## src/rtl/fcn_pkg.sv

```systemverilog
// Shared types for the BRAM data mover and the BRAM stream loader.
//   loader_state_t : IDLE / WRITE / DONE control states
//   bram_target_t  : destination BRAM select (input or weight)
package fcn_pkg;

  typedef enum logic [1:0] {
    IDLE  = 2'd0,
    WRITE = 2'd1,
    DONE  = 2'd2
  } loader_state_t;

  typedef enum logic {
    TGT_INPUT  = 1'b0,
    TGT_WEIGHT = 1'b1
  } bram_target_t;

endpackage

```

## src/rtl/bram_stream_loader_if.sv

```systemverilog
// Valid/ready word stream from the host side into the loader.
//   s_valid : word valid (host -> loader)
//   s_ready : loader can accept a word (loader -> host)
//   s_data  : stream word (host -> loader)
// Modports: master = host side, slave = loader side.
interface bram_stream_loader_if #(
  parameter int unsigned DATA_WIDTH = 32
) ();

  logic                  s_valid;
  logic                  s_ready;
  logic [DATA_WIDTH-1:0] s_data;

  modport master (output s_valid, output s_data, input s_ready);
  modport slave  (input s_valid, input s_data, output s_ready);

endinterface

```

## src/rtl/bram_stream_loader.sv

```systemverilog
// Stream-to-BRAM loader: writes i_num_cnt consecutive stream words, starting
// at i_base_addr (wrapping at MEM_SIZE), into the input or weight BRAM.
// Ports:
//   clk, reset                 : clock, synchronous active-high reset
//   i_run/i_target/i_base_addr/i_num_cnt : start pulse and transfer setup
//   o_idle/o_write/o_done      : status (o_done is a one-cycle pulse)
//   s (slave modport)          : valid/ready word stream
//   ce/we/addr/din_{input,weight} : BRAM write ports
//   o_checksum                 : sum of accepted words (only with LOADER_CHECKSUM_EN)
// Optional feature macro: LOADER_CHECKSUM_EN
module bram_stream_loader
  import fcn_pkg::*;
#(
  parameter int unsigned DATA_WIDTH = 32,
  parameter int unsigned ADDR_WIDTH = 12,
  parameter int unsigned MEM_SIZE   = 4096
) (
  input  logic                  clk,
  input  logic                  reset,
  input  logic                  i_run,
  input  logic                  i_target,
  input  logic [ADDR_WIDTH-1:0] i_base_addr,
  input  logic [ADDR_WIDTH-1:0] i_num_cnt,
  output logic                  o_idle,
  output logic                  o_write,
  output logic                  o_done,
  bram_stream_loader_if.slave   s,
  output logic                  ce_input,
  output logic                  we_input,
  output logic [ADDR_WIDTH-1:0] addr_input,
  output logic [DATA_WIDTH-1:0] din_input,
  output logic                  ce_weight,
  output logic                  we_weight,
  output logic [ADDR_WIDTH-1:0] addr_weight,
  output logic [DATA_WIDTH-1:0] din_weight
`ifdef LOADER_CHECKSUM_EN
  ,
  output logic [DATA_WIDTH-1:0] o_checksum
`endif
);

  localparam int unsigned AW = ADDR_WIDTH;
  localparam int unsigned DW = DATA_WIDTH;

  loader_state_t state_q, state_d;
  bram_target_t  target_q, target_d;
  logic [AW-1:0] base_q, base_d;
  logic [AW-1:0] num_q, num_d;
  logic [AW-1:0] cnt_q, cnt_d;
  logic [AW-1:0] addr_q, addr_d;
  logic [DW-1:0] din_q, din_d;
  logic          ce_in_q, ce_in_d, ce_wt_q, ce_wt_d;
  logic          done_q, done_d, idle_q, idle_d, write_q, write_d;
`ifdef LOADER_CHECKSUM_EN
  logic [DW-1:0] sum_q, sum_d;
`endif

  // s_ready follows the state directly so a word can be taken every cycle.
  assign s.s_ready = (state_q == WRITE);

  // Next-state, datapath and registered-output computation.
  always_comb begin
    state_d  = state_q;
    target_d = target_q;
    base_d   = base_q;
    num_d    = num_q;
    cnt_d    = cnt_q;
    addr_d   = addr_q;
    din_d    = din_q;
    ce_in_d  = 1'b0;
    ce_wt_d  = 1'b0;
`ifdef LOADER_CHECKSUM_EN
    sum_d    = sum_q;
`endif
    case (state_q)
      IDLE: begin
        if (i_run) begin
          target_d = bram_target_t'(i_target);
          base_d   = i_base_addr;
          num_d    = i_num_cnt;
          cnt_d    = '0;
`ifdef LOADER_CHECKSUM_EN
          sum_d    = '0;
`endif
          state_d  = (i_num_cnt == '0) ? DONE : WRITE;
        end
      end
      WRITE: begin
        if (s.s_valid) begin
          // MEM_SIZE is a power of two, so the modulo is a plain wrap.
          addr_d = AW'((32'(base_q) + 32'(cnt_q)) % 32'(MEM_SIZE));
          din_d  = s.s_data;
          if (target_q == TGT_WEIGHT) ce_wt_d = 1'b1;
          else                        ce_in_d = 1'b1;
`ifdef LOADER_CHECKSUM_EN
          sum_d  = DW'(sum_q + s.s_data);
`endif
          if (cnt_q == AW'(num_q - AW'(1))) state_d = DONE;
          else                              cnt_d   = AW'(cnt_q + AW'(1));
        end
      end
      DONE:    state_d = IDLE;
      default: state_d = IDLE;
    endcase
    done_d  = (state_d == DONE);
    idle_d  = (state_d == IDLE);
    write_d = (state_d == WRITE);
  end

  // State and output registers.
  always_ff @(posedge clk) begin
    if (reset) begin
      state_q  <= IDLE;
      target_q <= TGT_INPUT;
      base_q   <= '0;
      num_q    <= '0;
      cnt_q    <= '0;
      addr_q   <= '0;
      din_q    <= '0;
      ce_in_q  <= 1'b0;
      ce_wt_q  <= 1'b0;
      done_q   <= 1'b0;
      idle_q   <= 1'b1;
      write_q  <= 1'b0;
`ifdef LOADER_CHECKSUM_EN
      sum_q    <= '0;
`endif
    end else begin
      state_q  <= state_d;
      target_q <= target_d;
      base_q   <= base_d;
      num_q    <= num_d;
      cnt_q    <= cnt_d;
      addr_q   <= addr_d;
      din_q    <= din_d;
      ce_in_q  <= ce_in_d;
      ce_wt_q  <= ce_wt_d;
      done_q   <= done_d;
      idle_q   <= idle_d;
      write_q  <= write_d;
`ifdef LOADER_CHECKSUM_EN
      sum_q    <= sum_d;
`endif
    end
  end

  // Writes are single-word strobes, so ce and we coincide.
  assign ce_input    = ce_in_q;
  assign we_input    = ce_in_q;
  assign ce_weight   = ce_wt_q;
  assign we_weight   = ce_wt_q;
  assign addr_input  = addr_q;
  assign addr_weight = addr_q;
  assign din_input   = din_q;
  assign din_weight  = din_q;
  assign o_done      = done_q;
  assign o_idle      = idle_q;
  assign o_write     = write_q;
`ifdef LOADER_CHECKSUM_EN
  assign o_checksum  = sum_q;
`endif

endmodule

```

## src/flat_wrapper.sv

```systemverilog
// flat-port wrapper written by rule: the top's interface ports become plain ports
module bram_stream_loader_flat import fcn_pkg::*;
#(
  parameter int unsigned DATA_WIDTH = 32,
  parameter int unsigned ADDR_WIDTH = 12,
  parameter int unsigned MEM_SIZE   = 4096
)
  (clk, reset, i_run, i_target, i_base_addr, i_num_cnt, o_idle, o_write, o_done, ce_input, we_input, addr_input, din_input, ce_weight, we_weight, addr_weight, din_weight, s_s_valid, s_s_data, s_s_ready);
  bram_stream_loader_if #(.DATA_WIDTH(DATA_WIDTH)) s_i ();
  input  logic clk;
  input  logic reset;
  input  logic i_run;
  input  logic i_target;
  input  logic [ADDR_WIDTH-1:0] i_base_addr;
  input  logic [ADDR_WIDTH-1:0] i_num_cnt;
  output logic o_idle;
  output logic o_write;
  output logic o_done;
  output logic ce_input;
  output logic we_input;
  output logic [ADDR_WIDTH-1:0] addr_input;
  output logic [DATA_WIDTH-1:0] din_input;
  output logic ce_weight;
  output logic we_weight;
  output logic [ADDR_WIDTH-1:0] addr_weight;
  output logic [DATA_WIDTH-1:0] din_weight;
  input wire logic [$bits(s_i.s_valid)-1:0] s_s_valid;
  input wire logic [$bits(s_i.s_data)-1:0] s_s_data;
  output wire logic [$bits(s_i.s_ready)-1:0] s_s_ready;
  assign s_i.s_valid = s_s_valid;
  assign s_i.s_data = s_s_data;
  assign s_s_ready = s_i.s_ready;
  bram_stream_loader #(.DATA_WIDTH(DATA_WIDTH), .ADDR_WIDTH(ADDR_WIDTH), .MEM_SIZE(MEM_SIZE)) u_core (.clk(clk), .reset(reset), .i_run(i_run), .i_target(i_target), .i_base_addr(i_base_addr), .i_num_cnt(i_num_cnt), .o_idle(o_idle), .o_write(o_write), .o_done(o_done), .s(s_i), .ce_input(ce_input), .we_input(we_input), .addr_input(addr_input), .din_input(din_input), .ce_weight(ce_weight), .we_weight(we_weight), .addr_weight(addr_weight), .din_weight(din_weight));
endmodule
```

## config.mk

```make
export PLATFORM = sky130hd
export DESIGN_NAME = bram_stream_loader_flat
export DESIGN_NICKNAME = d
export VERILOG_FILES = /design/src/rtl/fcn_pkg.sv /design/src/rtl/bram_stream_loader_if.sv /design/src/rtl/bram_stream_loader.sv /design/src/flat_wrapper.sv
export SDC_FILE = /design/constraint.sdc
export NUM_CORES = 1
export LEC_CHECK = 0
export BUFFER_PORTS_ARGS = -buffer_cell sky130_fd_sc_hd__buf_2
export CORE_MARGIN = 3
export CORE_UTILIZATION = 33
export DETAILED_ROUTE_END_ITERATION = 10
export PLACE_DENSITY = 0.63
export SETUP_SLACK_MARGIN = 0.3
export SLEW_MARGIN = 0
export SYNTH_ARGS = -nofsm -noshare
export SYNTH_HDL_FRONTEND = slang
export SYNTH_SLANG_ARGS = --single-unit
export TNS_END_PERCENT = 10
```

## constraint.sdc

```tcl
create_clock -name clk -period 4.1 [get_ports clk]
set_input_delay 0.41 -clock clk [delete_from_list [all_inputs] [get_ports clk]]
set_output_delay 0.41 -clock clk [all_outputs]
set_load 0.005 [all_outputs]
```

---- Word level (Yosys, flattened, before mapping) ----
Cells that the tools add are included.
W data, S select, Z words.
cells by class
  $mul .................................... 0
  reduce and logical (&&, ||, !) cells .... 8
  muxes and demuxes ....................... 11
  order comparisons ....................... 0
  equal/unequal tests ..................... 7
  shift-type cells ........................ 0
  $add $sub $neg .......................... 3
  divide/modulo/power cells ............... 0
  bitwise operators ....................... 2
operators with widths
  cell                     number
  $mux W12                 3
  $pmux W12 S2             1
  $add A12 B1 Y12 const B  1
  $add A12 B12 Y12         1
  $eq A12 B12 Y1           1
  $logic_not A12 Y1        1
  $sub A12 B1 Y12 const B  1
  $mux W2                  4
  $ne A2 B2 Y1 const B     3
  $eq A2 B1 Y1 const B     2
  $logic_not A2 Y1         2
  $pmux W2 S2              1
  $reduce_and A2 Y1        2
  $reduce_and A4 Y1        1
  $reduce_or A3 Y1         1
  $eq A2 B2 Y1 const B     1
  $mux W1                  2
  $not A1 Y1               2
  $reduce_bool A2 Y1       1
storage, ports and cells
  latch bits .............................. 0
  logic and storage cells ................. 43
  input port bits ......................... 61
  memories kept ........................... 0
  memory bits (read-only) ................. 0
  output and inout bits ................... 96
  bits in registers ....................... 88
  RAM bits ................................ 0

---- Logic depth before layout (Yosys ltp) ----
  depth after elaboration ................. 6
  depth in mapped cells ................... 10
  mapped depth without buffers ............ 10

---- Worst setup path before layout ----
Ideal clock, no wire load.
  path type ............................... register -> register
  start point ............................. register u_core.num_q[5]
  end point ............................... register u_core.cnt_q[8]
  cell stages (with the launch flop) ...... 11
  buffers on the path ..................... 3
  arrival ................................. 2535 ps
  path slack .............................. 1464 ps
  period minus slack after synthesis ...... 2636 ps
  required time ........................... 3999 ps
  cell sequence ........................... dfxtp_1 -> buf_2 -> or4_1 -> buf_2 -> or4_1 -> a21oi_1 -> a211oi_2 -> nor4_4 -> buf_6 -> o311ai_1 -> o41ai_1
between the ends
  longest elaborated chain between the ends .. 4
RTL lines
  item                                line                       source
  start, declared                     bram_stream_loader.sv:48   logic [AW-1:0] num_q, num_d;
  start signal, assigned              bram_stream_loader.sv:132  num_q <= num_d;
  $sub A12 B1 Y12                     bram_stream_loader.sv:98   if (cnt_q == AW'(num_q - AW'(1))) state_d = DONE;
  $eq A12 B12 Y1                      bram_stream_loader.sv:98
  $ne A2 B2 Y1 (no source line)       n/a
  $reduce_and A4 Y1 (no source line)  n/a
  end signal, assigned                bram_stream_loader.sv:133  cnt_q <= cnt_d;
  end, declared                       bram_stream_loader.sv:49   logic [AW-1:0] cnt_q, cnt_d;
No other way between the ends.
A chain may end at the register's enable or synchronous reset.

---- Worst setup path in the final report ----
  start point ............................. register u_core.num_q[5]
  end point ............................... register u_core.cnt_q[10]
Same word-level chain as after synthesis.

==> tab_implementation.tex <==
\begin{tabular}{lr}
\hline
Metric & Value \\
\hline
\multicolumn{2}{l}{\textbf{Outcome}} \\
Run status & complete, no violations \\
\multicolumn{2}{l}{\textbf{Pwr}} \\
Overall power after layout & just over 2 mW \\
Clk network pwr share & 0.416 \\
Worst IR Drop VDD & approximately 0.20 mV \\
Sequential share of power & 0.455 \\
Net Switching & 531 uW \\
Leakage component of the power & 2.39 nW \\
Combinational Power Share & 0.130 \\
Switching portion of total power & 0.263 \\
Power density over cell area & 372 nW/um2 \\
Internal & 1.49 mW \\
\multicolumn{2}{l}{\textbf{Synthesis}} \\
Cells taking the most area after synthesis & sky130\_fd\_sc\_hd\_\_dfxtp\_1 (39\%), sky130\_fd\_sc\_hd\_\_nand2\_1 (11\%), sky130\_fd\_sc\_hd\_\_a21oi\_1 (9.5\%) \\
Synth warnings & 0 \\
Syn Inst Count & slightly below 600 \\
Area fraction in compound gates after synthesis & 0.172 \\
Number of synthesized register bits & 88 \\
Fraction of registers with async set/reset & 0 \\
Post-Synth Simple-Gate Area & 0.243 \\
Post-synth top flop & sky130\_fd\_sc\_hd\_\_dfxtp\_1 \\
Post-Syn Area & between 4000 and 5000 um2 \\
Mapped Avg Cell Area & roughly 7.8 um2 \\
Main combinational cell family by area after synthesis & simple AND/OR/NAND/NOR gates \\
Commonest cells post-synth & sky130\_fd\_sc\_hd\_\_nand2\_1 (138), sky130\_fd\_sc\_hd\_\_dfxtp\_1 (88), sky130\_fd\_sc\_hd\_\_a21oi\_1 (86), sky130\_fd\_sc\_hd\_\_buf\_4 (46), sky130\_fd\_sc\_hd\_\_clkbuf\_1 (18) \\
Unique cell type count in the Yosys netlist & 54 \\
Adder-cell share of the synthesized area & 0.0401 \\
Area share of the leading cell type in the synthesized netlist & 0.387 \\
Multiplexer share of the synthesized area & 0.00907 \\
Cell taking the most area after synthesis & sky130\_fd\_sc\_hd\_\_dfxtp\_1 \\
Synthesized netlist net count & 659 \\
Sequential-to-total area share from yosys stat & 0.387 \\
Post-synthesis share of cell area spent on xor and xnor gates & 0.0366 \\
Count of flip-flops with a built-in enable after synthesis & 0 \\
Cell with the most instances after synthesis & sky130\_fd\_sc\_hd\_\_nand2\_1 \\
\multicolumn{2}{l}{\textbf{Floorplanning}} \\
Starting density of the core & 0.341 \\
Die footprint & 15200 um2 \\
Core region area & 13300 um2 \\
Cell row count & 42 \\
Horizontal extent of the die & between 100 and 150 um \\
Vert. Die Dim & 123 um \\
Count of pins on the block boundary & 157 \\
\multicolumn{2}{l}{\textbf{Timing}} \\
Worst-Margin Slew & 810 ps \\
Max-slew violation count & 0 \\
Peak clock frequency supported by timing & 0.333 GHz \\
Hold Fails Final Rpt & 0 \\
Count of final setup violators & 0 \\
Clock period minus final worst setup slack & 3000 ps \\
Setup repair after global routing missed its margin & no \\
Share of the clock period used by the worst path & 0.732 \\
Sum of negative setup slack & 0 ps \\
Setup skew after layout & $\sim$8.4 ps \\
Remaining max-slew budget at the tightest pin & 0.456 \\
\multicolumn{2}{l}{\textbf{CTS}} \\
Clock Sink Count & 88 \\
CTS Buffer Depth & 2 \\
Clock slew seen by the registers of the worst setup and hold paths & 60 ps \\
H-tree levels & 3 \\
Number of hold buffers added after CTS & 0 \\
Post-cts sizing count & 0 \\
Num CTS Buffers & 9 \\
Cell at the root of the clock tree & sky130\_fd\_sc\_hd\_\_clkbuf\_16 \\
Insertion delay of the later-clocked pin in the worst-skew pair & 340 ps \\
TritonCTS clock tree & done \\
Post-CTS repair timing setup buffer count & 0 \\
\multicolumn{2}{l}{\textbf{Global routing}} \\
Met1 GRT Util & 0.212 \\
GRT busiest layer & met2 \\
All-layer global routing usage & 0.153 \\
Number of antenna violations at the first check in global routing & 0 \\
First-pass GRT wire length & $\sim$18000 um \\
Vias in the first global route & 3694 \\
Maximum number of pins on one net before global-route repair & 55 \\
GR Overflow Total & 0 \\
Met2 Usage GRT & 0.242 \\
GR met3 Demand/Resource & 0.0284 \\
\multicolumn{2}{l}{\textbf{Critical path}} \\
Critical-path maximum fanout & 19 \\
Worst Setup Path Type & flip-flop to flip-flop \\
Slowest cell on the critical path & sky130\_fd\_sc\_hd\_\_nor4\_4 \\
Buffer and inverter count on the worst path & 0 \\
CP max stage delay & $\sim$750 ps \\
Family with the most delay on the worst path & simple AND/OR/NAND/NOR gates \\
Crit-path most repeated cell & sky130\_fd\_sc\_hd\_\_or4\_1 \\
Startpoint of the worst setup timing path & u\_core.num\_q[5] \\
Data arrival, critical path & 3220 ps \\
Chain of cells forming the critical path & or4\_1 -> or4\_1 -> a21oi\_1 -> a211oi\_2 -> nor4\_4 -> nor3\_1 -> mux2i\_1 \\
Startpoint class of the critical path & flip-flop \\
Crit Reg-Reg Startpoint & u\_core.num\_q[5] \\
Critical path data required time & roughly 4300 ps \\
Endpoint type of the worst setup path & flip-flop \\
\multicolumn{2}{l}{\textbf{Job}} \\
Max Cap Viol & 0 \\
\multicolumn{2}{l}{\textbf{Final layout}} \\
Share of final-layout standard cells stronger than drive strength 1 & 0.274 \\
Final Net Count & 755 \\
Post-route insts no fill & 861 \\
Layout Area Growth over Synthesis & 19.3\% \\
Ant. Diodes & 0 \\
\multicolumn{2}{l}{\textbf{Hold path}} \\
Class of the worst hold path & primary input to flip-flop \\
Start point of the worst hold path & s\_s\_data[25] \\
\multicolumn{2}{l}{\textbf{Detailed routing}} \\
Vias & 4157 \\
Via density per instance & about 4.8 \\
DRC marker count from the first detailed-route iteration & 266 \\
DRC violation count after routing & 0 \\
Final WL & between 10000 and 15000 um \\
Antenna-violating nets left & 0 \\
Wire per inst & 13.8 um \\
Router iterations before antenna repair & 4 \\
\multicolumn{2}{l}{\textbf{Place}} \\
GP Congestion & 0.855 \\
Final HPWL from detailed placement & 8760 um \\
Total instance count after detailed placement & 845 \\
Number of buffers inserted by port buffering & 156 \\
\hline
\end{tabular}
-- through the flow --
stage	cell area [um2]	utilization	hold slack [ps]	setup WS [ps]
3_3_place_gp	5120	0.384	434	1150
5_1_grt	5430	0.407	297	841
6_report	5430	0.407	296	1100
3_5_place_dp	5120	0.384	432	1140
4_1_cts	5430	0.407	289	1120
2_1_floorplan	4550	-	416	1460
-- worst paths after layout --
kind,end,slack (ps),cells past startpoint
max reg2reg,u_core.cnt_q[10],1100,7
min,u_core.din_input[25],300,3
min reg2reg,u_core.ce_input,440,1
max,u_core.cnt_q[10],1100,7
-- tightest hold or removal path, stage by stage --
cell	delay (ps)
sky130_fd_sc_hd__buf_2	90
sky130_fd_sc_hd__nand2_1	40
sky130_fd_sc_hd__a21oi_1	50
-- placed cells by master, fill, tap and decap left out, types with 2 or more instances in the layout --
cell type / n
sky130_fd_sc_hd__and2_1: 2
sky130_fd_sc_hd__buf_2: 156
sky130_fd_sc_hd__and3_1: 3
sky130_fd_sc_hd__nor4b_1: 2
sky130_fd_sc_hd__o21ai_1: 7
sky130_fd_sc_hd__o21ai_0: 10
sky130_fd_sc_hd__a31oi_1: 2
sky130_fd_sc_hd__o31ai_1: 2
sky130_fd_sc_hd__a211oi_1: 8
sky130_fd_sc_hd__a21oi_1: 86
sky130_fd_sc_hd__buf_4: 5
sky130_fd_sc_hd__xnor2_1: 12
sky130_fd_sc_hd__ha_1: 13
sky130_fd_sc_hd__clkinv_4: 2
sky130_fd_sc_hd__mux2i_1: 3
sky130_fd_sc_hd__dfxtp_1: 88
sky130_fd_sc_hd__nor2b_1: 2
sky130_fd_sc_hd__nand2b_1: 6
sky130_fd_sc_hd__nand2_1: 137
sky130_fd_sc_hd__nand4_1: 4
sky130_fd_sc_hd__a21boi_0: 2
sky130_fd_sc_hd__o211ai_1: 3
sky130_fd_sc_hd__nor3_1: 15
sky130_fd_sc_hd__clkbuf_16: 9
sky130_fd_sc_hd__nor2_1: 17
sky130_fd_sc_hd__o21a_1: 3
sky130_fd_sc_hd__or3_1: 11
sky130_fd_sc_hd__a211o_1: 2
sky130_fd_sc_hd__inv_1: 11
sky130_fd_sc_hd__xor2_1: 7
sky130_fd_sc_hd__or4_1: 3
sky130_fd_sc_hd__nand3b_1: 6
sky130_fd_sc_hd__a21o_1: 3
sky130_fd_sc_hd__nand3_1: 10
sky130_fd_sc_hd__nor4_1: 7
sky130_fd_sc_hd__clkinv_2: 2
sky130_fd_sc_hd__a31o_2: 2
-- metal layers --
metal / vias to the layer above / part of all wire
met3: 10 / 0.054
met1: 1895 / 0.46
met5: - / 0
met2: 91 / 0.47
li1: 2161 / -
met4: 0 / 0.012
-- power by group through the flow --
stage / combinational [mW] / clock, mW / sequential (mW)
floorplan: 0.186 / 0 / 0.932
global placement: 0.263 / 0 / 0.938
detailed placement: 0.264 / 0 / 0.939
CTS: 0.265 / 0.867 / 0.920
global route: 0.300 / 0.896 / 0.924
finish: 0.262 / 0.840 / 0.919
-- registers in the layout, indices dropped and copies added, names as in the netlist --
register,count
u_core.cnt_q,12
u_core.o_write,1
u_core.ce_weight,1
u_core.num_q,12
u_core.target_q,1
u_core.o_done,1
u_core.state_q,2
u_core.o_idle,1
u_core.ce_input,1
u_core.base_q,12
u_core.addr_input,12
u_core.din_input,32
-- cells by family (layout without fill, tap and decap cells) --
family | Yosys count | count (layout)
XOR/XNOR | 19 | 19
buffers and inverters | 87 | 188
multiplexers | 4 | 4
AO/OA/AOI/OAI | 137 | 137
AND/OR/NAND/NOR | 235 | 235
adder cells (fa/ha/maj) | 14 | 14
flip-flops | 88 | 88
-- area by class of cell --
cell class,instances,area [um2]
Timing Repair Buffer,161,818
Inverter,11,41.3
Tap cell,176,220
Fill cell,1443,7920
Clock inverter,6,66.3
Multi-Input combinational cell,409,2280
Clock buffer,10,239
Sequential cell,88,1760
Note: power is estimated with default switching activity, not from simulation.
